<file path="src/rtl/clb_cfg_loader_if.sv">
// clb_cfg_loader_if: serial stream in, committed CLB configuration and status out
interface clb_cfg_loader_if #(parameter int CFG_W = 37);
   logic             CE;
   logic             DIN;
   logic [CFG_W-1:0] CFG;
   logic             DONE;
   logic             BUSY;
   logic             ERR;
   modport master (output CE, DIN, input CFG, DONE, BUSY, ERR);
   modport slave (input CE, DIN, output CFG, DONE, BUSY, ERR);
endinterface

</file>
<file path="src/rtl/clb_cfg_loader.sv">
// clb_cfg_loader: hunts for a sync word, shifts in one parity-protected frame and
// commits it atomically to the CLB configuration bus.
module clb_cfg_loader #(
   parameter logic [7:0] SYNC = 8'hB2,
   parameter int CFG_W = 37,
   parameter int CNT_W = 6
) (
   input logic K,
   input logic RST,
   clb_cfg_loader_if.slave bus
);
   // mem, comboption, mux2..6, o2m x_0, o2m x_1, DQmux, floporlatch
   localparam logic [CFG_W-1:0] CFG_RST = CFG_W'({16'h0116, 2'b00, 2'b10, 2'b10, 2'b10, 2'b00, 2'b00,
                                                  3'b000, 3'b111, 2'b00, 1'b0});
   localparam logic [CNT_W-1:0] LAST = CNT_W'(CFG_W - 1);
   typedef enum logic [1:0] {HUNT, LOAD, PAR} state_t;
   state_t state, nxt;
   logic [7:0] sync_reg;
   logic [CFG_W-1:0] frame, cfg;
   logic [CNT_W-1:0] cnt;
   logic acc, done, err, hit, commit;
   always_comb begin
      nxt = state;
      hit = bus.CE && state == HUNT && {sync_reg[6:0], bus.DIN} == SYNC;
      commit = bus.CE && state == PAR && !(acc ^ bus.DIN);
      if (hit) nxt = LOAD;
      else if (bus.CE && state == LOAD && cnt == LAST) nxt = PAR;
      else if (bus.CE && state == PAR) nxt = HUNT;
   end
   always_ff @(posedge K or posedge RST)
      if (RST) state <= HUNT;
      else state <= nxt;
   always_ff @(posedge K or posedge RST)
      if (RST) begin
         sync_reg <= '0;
         frame <= '0;
         cnt <= '0;
         acc <= 1'b0;
         cfg <= CFG_RST;
         done <= 1'b0;
         err <= 1'b0;
      end else begin
         done <= commit;
         if (bus.CE && state == HUNT) begin
            sync_reg <= {sync_reg[6:0], bus.DIN};
            if (hit) begin
               cnt <= '0;
               acc <= 1'b0;
               err <= 1'b0;
            end
         end else if (bus.CE && state == LOAD) begin
            frame <= {frame[CFG_W-2:0], bus.DIN};
            acc <= acc ^ bus.DIN;
            cnt <= cnt + 1'b1;
         end else if (bus.CE && state == PAR) begin
            sync_reg <= '0;
            err <= !commit;
            if (commit) cfg <= frame;
         end
      end
   assign bus.CFG = cfg;
   assign bus.DONE = done;
   assign bus.ERR = err;
   assign bus.BUSY = state != HUNT;
endmodule

</file>
<file path="src/flat_wrapper.sv">
// flat-port wrapper written by rule: the top's interface ports become plain ports
module clb_cfg_loader_flat 
#(
   parameter logic [7:0] SYNC = 8'hB2,
   parameter int CFG_W = 37,
   parameter int CNT_W = 6
)
  (K, RST, bus_CE, bus_DIN, bus_CFG, bus_DONE, bus_BUSY, bus_ERR);
  clb_cfg_loader_if #(.CFG_W(CFG_W)) bus_i ();
  input logic K;
  input logic RST;
  input wire logic [$bits(bus_i.CE)-1:0] bus_CE;
  input wire logic [$bits(bus_i.DIN)-1:0] bus_DIN;
  output wire logic [$bits(bus_i.CFG)-1:0] bus_CFG;
  output wire logic [$bits(bus_i.DONE)-1:0] bus_DONE;
  output wire logic [$bits(bus_i.BUSY)-1:0] bus_BUSY;
  output wire logic [$bits(bus_i.ERR)-1:0] bus_ERR;
  assign bus_i.CE = bus_CE;
  assign bus_i.DIN = bus_DIN;
  assign bus_CFG = bus_i.CFG;
  assign bus_DONE = bus_i.DONE;
  assign bus_BUSY = bus_i.BUSY;
  assign bus_ERR = bus_i.ERR;
  clb_cfg_loader #(.SYNC(SYNC), .CFG_W(CFG_W), .CNT_W(CNT_W)) u_core (.K(K), .RST(RST), .bus(bus_i));
endmodule
</file>
<file path="config.mk">
export PLATFORM = sky130hd
export DESIGN_NAME = clb_cfg_loader_flat
export DESIGN_NICKNAME = d
export VERILOG_FILES = /design/src/rtl/clb_cfg_loader_if.sv /design/src/rtl/clb_cfg_loader.sv /design/src/flat_wrapper.sv
export SDC_FILE = /design/constraint.sdc
export NUM_CORES = 1
export LEC_CHECK = 0
export ABC_AREA = 0
export BUFFER_PORTS_ARGS = -buffer_cell sky130_fd_sc_hd__buf_4
export CORE_AREA = 2 2 74 93
export DETAILED_ROUTE_END_ITERATION = 12
export DIE_AREA = 0 0 76 95
export PLACE_DENSITY = 0.85
export SLEW_MARGIN = 10
export SYNTH_ARGS = -nofsm -noshare
export SYNTH_HDL_FRONTEND = slang
export SYNTH_SLANG_ARGS = --single-unit
</file>
<file path="constraint.sdc">
create_clock -name K -period 6.3 [get_ports K]
set_input_delay 0.945 -clock K [delete_from_list [all_inputs] [get_ports K]]
set_output_delay 0.945 -clock K [all_outputs]
set_load 0.01 [all_outputs]
</file>
Word-level counts from Yosys, hierarchy flattened:

Index checks and enable logic that the tools add are counted.
Widths: inputs -> output; s select.

* bits in registers: 92
* input bits: 4
* output and inout bits: 40
* logic and storage cells: 51

* $add $sub $neg: 1
* eq/ne operators: 6
* muxes and demuxes: 15
* bitwise gates (word level): 3
* reduce and logical (&&, ||, !) cells: 18

Operator list (count)
* $mux 7: 3
* $mux 6: 3
* $eq 8x8->1 const B: 1
* $add 6x1->6 const B: 1
* $eq 6x6->1 const B: 1
* $logic_and 1x1->1: 6
* $mux 1: 6
* $mux 2: 3
* $reduce_and 2->1: 3
* $reduce_bool 2->1: 3
* $reduce_and 4->1: 1
* $reduce_and 3->1: 1
* $reduce_bool 3->1: 1
* $eq 2x1->1 const B: 1
* $eq 2x2->1 const B: 1
* $logic_not 1->1: 2
* $logic_not 2->1: 1
* $ne 2x1->1 const B: 1
* $ne 2x2->1 const B: 1
* $not 1->1: 2
* $xor 1x1->1: 1

Logic depth before layout (Yosys ltp):

Gate-level depths: netlist of run 1.

* word-level depth: 7
* depth in mapped cells: 7
* gate-level depth less buffers: 5

Worst setup path after synthesis of run 1:

Ideal clock, no wire load.

* path kind: input to register
* start: input bus_DIN
* end: register u_core.cfg[0] (netlist: u_core.bus.CFG[0])
* setup time: 0.127 ns
* arrival: 2.016 ns
* data required time: 6.173 ns
* setup slack: 4.157 ns
* stages on the path: 5
* path buffers: 2
* cell sequence: nor2b_1 nor4b_4 buf_4 buf_6 mux2_1

* cells in the longest elaborated chain, start to end: 4

RTL lines
* from (decl): RTL line flat_wrapper.sv:13 `input wire logic [$bits(bus_i.DIN)-1:0] bus_DIN;`
* $xor 1x1->1: RTL line clb_cfg_loader.sv:25 `commit = bus.CE && state == PAR && !(acc ^ bus.DIN);`
* $logic_not 1->1: RTL line clb_cfg_loader.sv:25
* $logic_and 1x1->1: RTL line clb_cfg_loader.sv:25
* $reduce_and 4->1 (no source line)
* to (signal assigned): RTL line clb_cfg_loader.sv:58 `if (commit) cfg <= frame;`
* to (decl): RTL line clb_cfg_loader.sv:19 `logic [CFG_W-1:0] frame, cfg;`

No other way between the ends.
A chain may end at the register's enable or synchronous reset.

Worst setup path after layout of run 1:

* start: register u_core.state[1]
* end: output bus_BUSY

* cells in the longest elaborated chain, start to end: 1

RTL lines
* from (decl): RTL line clb_cfg_loader.sv:17 `state_t state, nxt;`
* from (signal assigned): RTL line clb_cfg_loader.sv:32 `else state <= nxt;`
* $reduce_bool 2->1: RTL line clb_cfg_loader.sv:64 `assign bus.BUSY = state != HUNT;`
* to (decl): RTL line flat_wrapper.sv:16 `output wire logic [$bits(bus_i.BUSY)-1:0] bus_BUSY;`

No other way between the ends.

==> impl_metrics.json, run 1 <==
{
  "status": "finished, final reports clean",
  "async_flop_share_pct": 100,
  "coreArea_um2": 6400,
  "setup_viol": 0,
  "postLayoutCellArea_um2": 4220,
  "vias": 2372,
  "cts_max_path_buffers": 2,
  "grt_max_degree": 93,
  "antenna_left": 0,
  "worst_slew_pin_slew_ps": 1090,
  "p_per_area_nw_per_um2": 241,
  "slew_headroom_pct": 27.0,
  "cts_resized": 0,
  "drive_above_1_share_pct": 28.8,
  "arrival_ps": 1350,
  "core.rowCount": 33,
  "crit_path_max_fanout": 11,
  "cts_hold_buffers": 0,
  "final_core_utilization_pct": 66.0,
  "yosys.area.top_type": "dfrtp_1",
  "synth_most_common_cell": "nand2_1",
  "insertion_delay_ps": 360,
  "grt_setup_unrepaired": "no",
  "initial_utilization_pct": 57.4,
  "synth_cell_types": 38,
  "ys_seq_elements": 92,
  "hold_path_depth": 2,
  "critPathRequiredTime_ps": 5350,
  "start_kind": "flip-flop",
  "fin_setup_tns_ps": 0,
  "total_power_w": 0.00102,
  "clk_pin_slew_worst_paths_ps": 80,
  "fin_skew_ps": 7.63,
  "synthFlopType": "dfrtp_1",
  "cts_tree": "done",
  "hold_viol": 0,
  "cts.sinks": 92,
  "num-nets-final": 365,
  "synth_common_cells": "nand2_1 (118), dfrtp_1 (82), mux2_2 (27), dfstp_2 (10), mux2_1 (10)",
  "wl_per_cell_um": 14.2,
  "antenna_found_initial": 0,
  "clockRootBuffer": "clkbuf_8",
  "slew_viol_final": 0,
  "die_h_um": 95,
  "yosys_warnings": 0,
  "io_buffers": 43,
  "die-area_um2": 7220,
  "overflow": 0,
  "die_x_um": 76,
  "grt_usage_pct": 19.1,
  "ioPinCount": 44,
  "htree_levels": 3,
  "yosysSeqAreaShare_pct": 63.0,
  "wl_mm": 6.39,
  "synth_area_per_cell_um2": 11.6,
  "place_ws_ps": 3780,
  "peakVddDrop_mv": 0.137,
  "post_cts_buffers": 0,
  "grt_pass1_wl_mm": 10.7,
  "drcViolationCount": 0,
  "syn_nets": 323,
  "dpl.hpwl_mm": 4.06,
  "criticalPathCategory": "reg2out",
  "grt_pass1_vias": 2308,
  "period_minus_slack_ps": 2300,
  "hold_path.class": "reg2reg",
  "dpl_cell_area_um2": 4060,
  "drtIter0Drc": 226,
  "synth_edf_count": 0,
  "numCtsBuffers": 9,
  "area_growth_pct": 14.9,
  "setup_slack_ps": 4000,
  "reg2reg_depth": 4,
  "drt_first_pass_iters": 4,
  "fmax_ghz": 0.435,
  "timing.final.crit_share_pct": 36.5,
  "synth.top_cells.by_area": "dfrtp_1 (56%), nand2_1 (12%), mux2_2 (8.3%)",
  "via_per_inst": 5.26,
  "drv_cap": 0,
  "gp_congestion": 0.778,
  "synth_area_um2": 3680,
  "n_antenna_cell": 0,
  "synth_cells": 317,
  "synth.top_cell.area_share_pct": 55.8,
  "leakage_nw": 2.23,
  "cp-end-kind": "output pin"
}
## report_power, final
| group | switching [W] | total, W | internal [W] | leakage (nW) |
|---|---|---|---|---|
| clock network | 0.000202 | 0.000345 | 0.000142 | 0.0783 |
| logic | 0.0000347 | 0.0000573 | 0.0000226 | 0.924 |
| registers | 0.0000125 | 0.000617 | 0.000605 | 1.22 |
| total | 0.000249 | 0.00102 | 0.000770 | 2.23 |
## placed cells by master (no fill, tap or decap)
cell type / instances
o221ai_1: 1
dfrtp_1: 82
clkinvlp_4: 3
dfstp_2: 10
nand2_1: 118
nor4_4: 1
a21oi_1: 1
clkbuf_8: 9
ha_1: 2
nand3_1: 3
o211ai_1: 2
nor4b_4: 1
or4_1: 1
buf_4: 47
and3b_1: 1
a2bb2oi_1: 1
o21ai_0: 5
nor2b_1: 5
clkbuf_1: 1
mux2_1: 10
nor3_1: 1
or3_1: 2
clkinv_2: 3
a41oi_1: 1
nand4bb_1: 1
a22o_1: 7
or2_2: 1
nor3b_2: 1
nand2b_4: 1
nand2b_1: 2
or4bb_1: 1
mux2_2: 27
nor2_1: 2
nand3b_1: 1
inv_1: 2
nand4_1: 2
and2_1: 1
o31ai_1: 2
a21o_1: 1
clkinv_4: 1
## critical path: stages (launching register included)
cell,delay (ps)
dfrtp_1,520
or2_2,330
buf_4,140
## cells by family (layout without fill, tap and decap cells)
| group | count (synthesis) | after routing | share of synthesized area [%] |
|---|---|---|---|
| and+or+nand+nor | 146 | 146 | 18.2 |
| AOI/OAI and AO/OA | 21 | 21 | 4.22 |
| buffers and inverters | 19 | 66 | 2.59 |
| muxes | 37 | 37 | 11.3 |
| DFF | 92 | 92 | 63.0 |
| adders and majority gates | 2 | 2 | 0.681 |
## area by class of cell
class / instances / area (um^2)
repair buffers: 47 / 353
clock inverters: 6 / 41.3
well taps: 87 / 109
multi-input cells: 206 / 1270
flip-flops and latches: 92 / 2310
fillers: 475 / 2180
inverters: 3 / 12.5
clock buffers: 10 / 128
## through the flow
stage	hold slack, ps	std cells
after floorplan	440	317
after global placement	462	435
after detailed placement	462	435
after CTS	482	451
after global routing	511	451
final	485	451
## routing by layer
metal | vias up | track usage (%) | share of wire [%]
met2 | 39 | 32.4 | 51
met4 | 0 | 9.55 | 1.9
met5 | - | 0 | 0
met3 | 11 | 3.82 | 2.9
met1 | 1190 | 23.7 | 44
li1 | 1132 | - | -
## worst paths after layout
kind / end / slack (ps) / start
worst max-delay path: bus_BUSY / 4000 / u_core.state[1]
worst min-delay path: u_core.frame[36] / 490 / u_core.frame[36]
worst max register to register: u_core.bus.CFG[11] / 4340 / u_core.state[0]
worst min register to register: u_core.frame[36] / 490 / u_core.frame[36]
max in group asynchronous: u_core.frame[18] / 4680 / RST
min in group asynchronous: u_core.frame[33] / 930 / RST
(Power assumes the default switching activity.)
==> run 2, diff against run 1 <==
Settings changed: ABC_AREA 0 to 1, CORE_AREA 2 2 74 93 to 2 2 79 100, DIE_AREA 0 0 76 95 to 0 0 81 102, PLACE_DENSITY 0.85 to 0.79.
Clock period 6.3 ns to 1.85 ns, I/O delays scaled along.
==> impl_metrics.json, run 2 <==
{
  "synth_common_cells": "nand2_1 (110), dfrtp_1 (82), inv_1 (54), o21ai_0 (50), o21ai_1 (16)",
  "num-nets-final": 434,
  "layout_commonest_cell": "nand2_1",
  "clk_pin_slew_worst_paths_ps": 80,
  "numCtsBuffers": 9,
  "die_h_um": 102,
  "cp-end-kind": "output pin",
  "overflow": 0,
  "leakage_nw": 2.13,
  "synthSimpleGateAreaFrac_pct": 14.8,
  "core.rowCount": 35,
  "switchingPower_w": 0.00147,
  "drtIter0Drc": 157,
  "initial_utilization_pct": 51.1,
  "area_growth_pct": 15.0,
  "multi_input_area_um2": 1050,
  "start_kind": "flip-flop",
  "antenna_found_initial": 0,
  "synth_top_family_by_area": "simple AND/OR/NAND/NOR gates",
  "p_int_w": 0.00368,
  "synth-compound-area-share_pct": 12.3,
  "synthMuxAreaShare_pct": 0,
  "holdWs_ps": 29.2,
  "swShare_pct": 28.5,
  "synth_area_per_cell_um2": 9.62,
  "worst_slew_pin_slew_ps": 470,
  "synth.top_cells.by_area": "dfrtp_1 (55%), nand2_1 (11%), dfstp_2 (7.1%)",
  "gp_congestion": 0.820,
  "syn_nets": 392,
  "grt_pass1_wl_mm": 10.6,
  "synth.top_cell.area_share_pct": 55.2,
  "cts.sinks": 92,
  "crit_path_max_fanout": 3,
  "fill_cells": 643,
  "fin_skew_ps": 10.7,
  "final_cells": 525,
  "hold_path.class": "in2async",
  "drv_cap": 0,
  "fin_setup_tns_ps": 0,
  "critPathRequiredTime_ps": 1570,
  "cts_tree": "done",
  "synthAdderAreaFrac_pct": 0.674,
  "ioPinCount": 44,
  "drive_above_1_share_pct": 20.8,
  "mostFrequentLayoutCells": "nand2_1 (109), dfrtp_1 (82), inv_1 (53)",
  "slew_headroom_pct": 68.7,
  "p_per_area_nw_per_um2": 1200,
  "p_comb_share_pct": 22.7,
  "p_seq_share_pct": 51.9,
  "insertion_delay_ps": 360,
  "die-area_um2": 8260,
  "postLayoutCellArea_um2": 4270,
  "post_cts_buffers": 0,
  "cts_resized": 0,
  "grt_max_degree": 93,
  "coreArea_um2": 7270,
  "place.detailed.instances": 509,
  "slew_viol_final": 0,
  "vias": 2512,
  "yosysSeqAreaShare_pct": 62.3,
  "period_minus_slack_ps": 1400,
  "n_antenna_cell": 0,
  "synth_cells": 386,
  "wl_per_cell_um": 11.5,
  "arrival_ps": 1120,
  "fmax_ghz": 0.715,
  "drcViolationCount": 0,
  "peakVddDrop_mv": 0.567,
  "status": "finished, final reports clean",
  "synthXorXnorAreaFrac_pct": 0.472,
  "yosys.area.top_type": "dfrtp_1",
  "synth_area_um2": 3710,
  "timing.final.crit_share_pct": 75.6,
  "synth_cell_types": 23,
  "via_per_inst": 4.78,
  "async_flop_share_pct": 100,
  "criticalPathCategory": "reg2out",
  "io_buffers": 43,
  "cts_max_path_buffers": 2,
  "dpl.hpwl_mm": 4.09,
  "synth_most_common_cell": "nand2_1",
  "yosys_warnings": 0,
  "drt_first_pass_iters": 4,
  "grt_setup_unrepaired": "no",
  "cts_hold_buffers": 0,
  "hold_viol": 0,
  "setup_viol": 0,
  "ys_seq_elements": 92,
  "die_x_um": 81,
  "final_core_utilization_pct": 58.8,
  "p_clk_share_pct": 25.5,
  "wl_mm": 6.05,
  "synthFlopType": "dfrtp_1",
  "clockRootBuffer": "clkbuf_8",
  "grt_pass1_vias": 2474,
  "grt_usage_pct": 16.6,
  "synth_edf_count": 0,
  "antenna_left": 0,
  "regArea_um2": 2310,
  "dpl_cell_area_um2": 4080,
  "htree_levels": 3
}
-- run 2: cell types whose count changed in the layout (fill, tap and decap cells not counted), sizes merged, moves of 3 or more --
cell,change
nand2,-8
a22o,-7
nor2,+6
o21ai,+71
mux2,-37
o22ai,+6
nand2b,-3
nor2b,-5
inv,+53
nand3,+9
-- run 2: kinds of logic (layout without fill, tap and decap cells) --
kind of cell / count (synthesis) / in the layout
adder cells (fa/ha/maj): 2 / 2
XOR/XNOR: 2 / 2
buffers and inverters: 73 / 120
AO/OA/AOI/OAI: 82 / 82
AND/OR/NAND/NOR: 135 / 135
flip-flops: 92 / 92
-- run 2: critical path, stage by stage, from the launching register on --
cell and delay (ps):
dfrtp_1 410, inv_1 100, nand2_1 90, buf_4 160
-- run 2: power by group through the flow --
stage,clock (W),sequential (W),combinational [W]
2_1_floorplan,0,0.00284,0.000441
3_3_place_gp,0,0.00270,0.00116
3_5_place_dp,0,0.00271,0.00119
4_1_cts,0.00134,0.00267,0.00120
5_1_grt,0.00142,0.00273,0.00131
6_report,0.00131,0.00267,0.00117
-- run 2: worst paths after layout --
path	start	endpoint	slack, ps	cells after the start
max reg2reg	u_core.state[0]	u_core.bus.CFG[26]	460	7
min reg2reg	u_core.bus.CFG[14]	u_core.bus.CFG[14]	470	2
min in group K	bus_DIN	u_core.frame[0]	170	3
min	RST	u_core.bus.CFG[33]	30	3
max in group asynchronous	RST	u_core.bus.CFG[5]	1430	3
max	u_core.state[1]	bus_BUSY	450	3
-- run 2: final cells by class --
class                      count  share of cell area (%)
clock buffer                  10                    2.99
multi-input combinational    221                    24.6
tap                           92                    2.69
inverter                      56                    5.01
clock inverter                 6                    1.55
timing repair buffer          48                    9.02
sequential                    92                    54.2
-- run 2: metal layers --
| layer | vias to the layer above | part of all wire [%] | wire length (um) | GRT usage (%) |
|---|---|---|---|---|
| met3 | 14 | 5.1 | 309 | 4.95 |
| met5 | - | 0 | 0 | 0 |
| met1 | 1161 | 45 | 2750 | 20.8 |
| met4 | 0 | 2.3 | 137 | 8.87 |
| li1 | 1295 | - | - | - |
| met2 | 42 | 47 | 2860 | 25.9 |
-- run 2: through the flow --
| step | power, W | worst slack (ps) |
|---|---|---|
| 2_1_floorplan | 0.00328 | 503 |
| 3_3_place_gp | 0.00387 | 543 |
| 3_5_place_dp | 0.00391 | 475 |
| 4_1_cts | 0.00521 | 436 |
| 5_1_grt | 0.00546 | 330 |
| 6_report | 0.00514 | 451 |
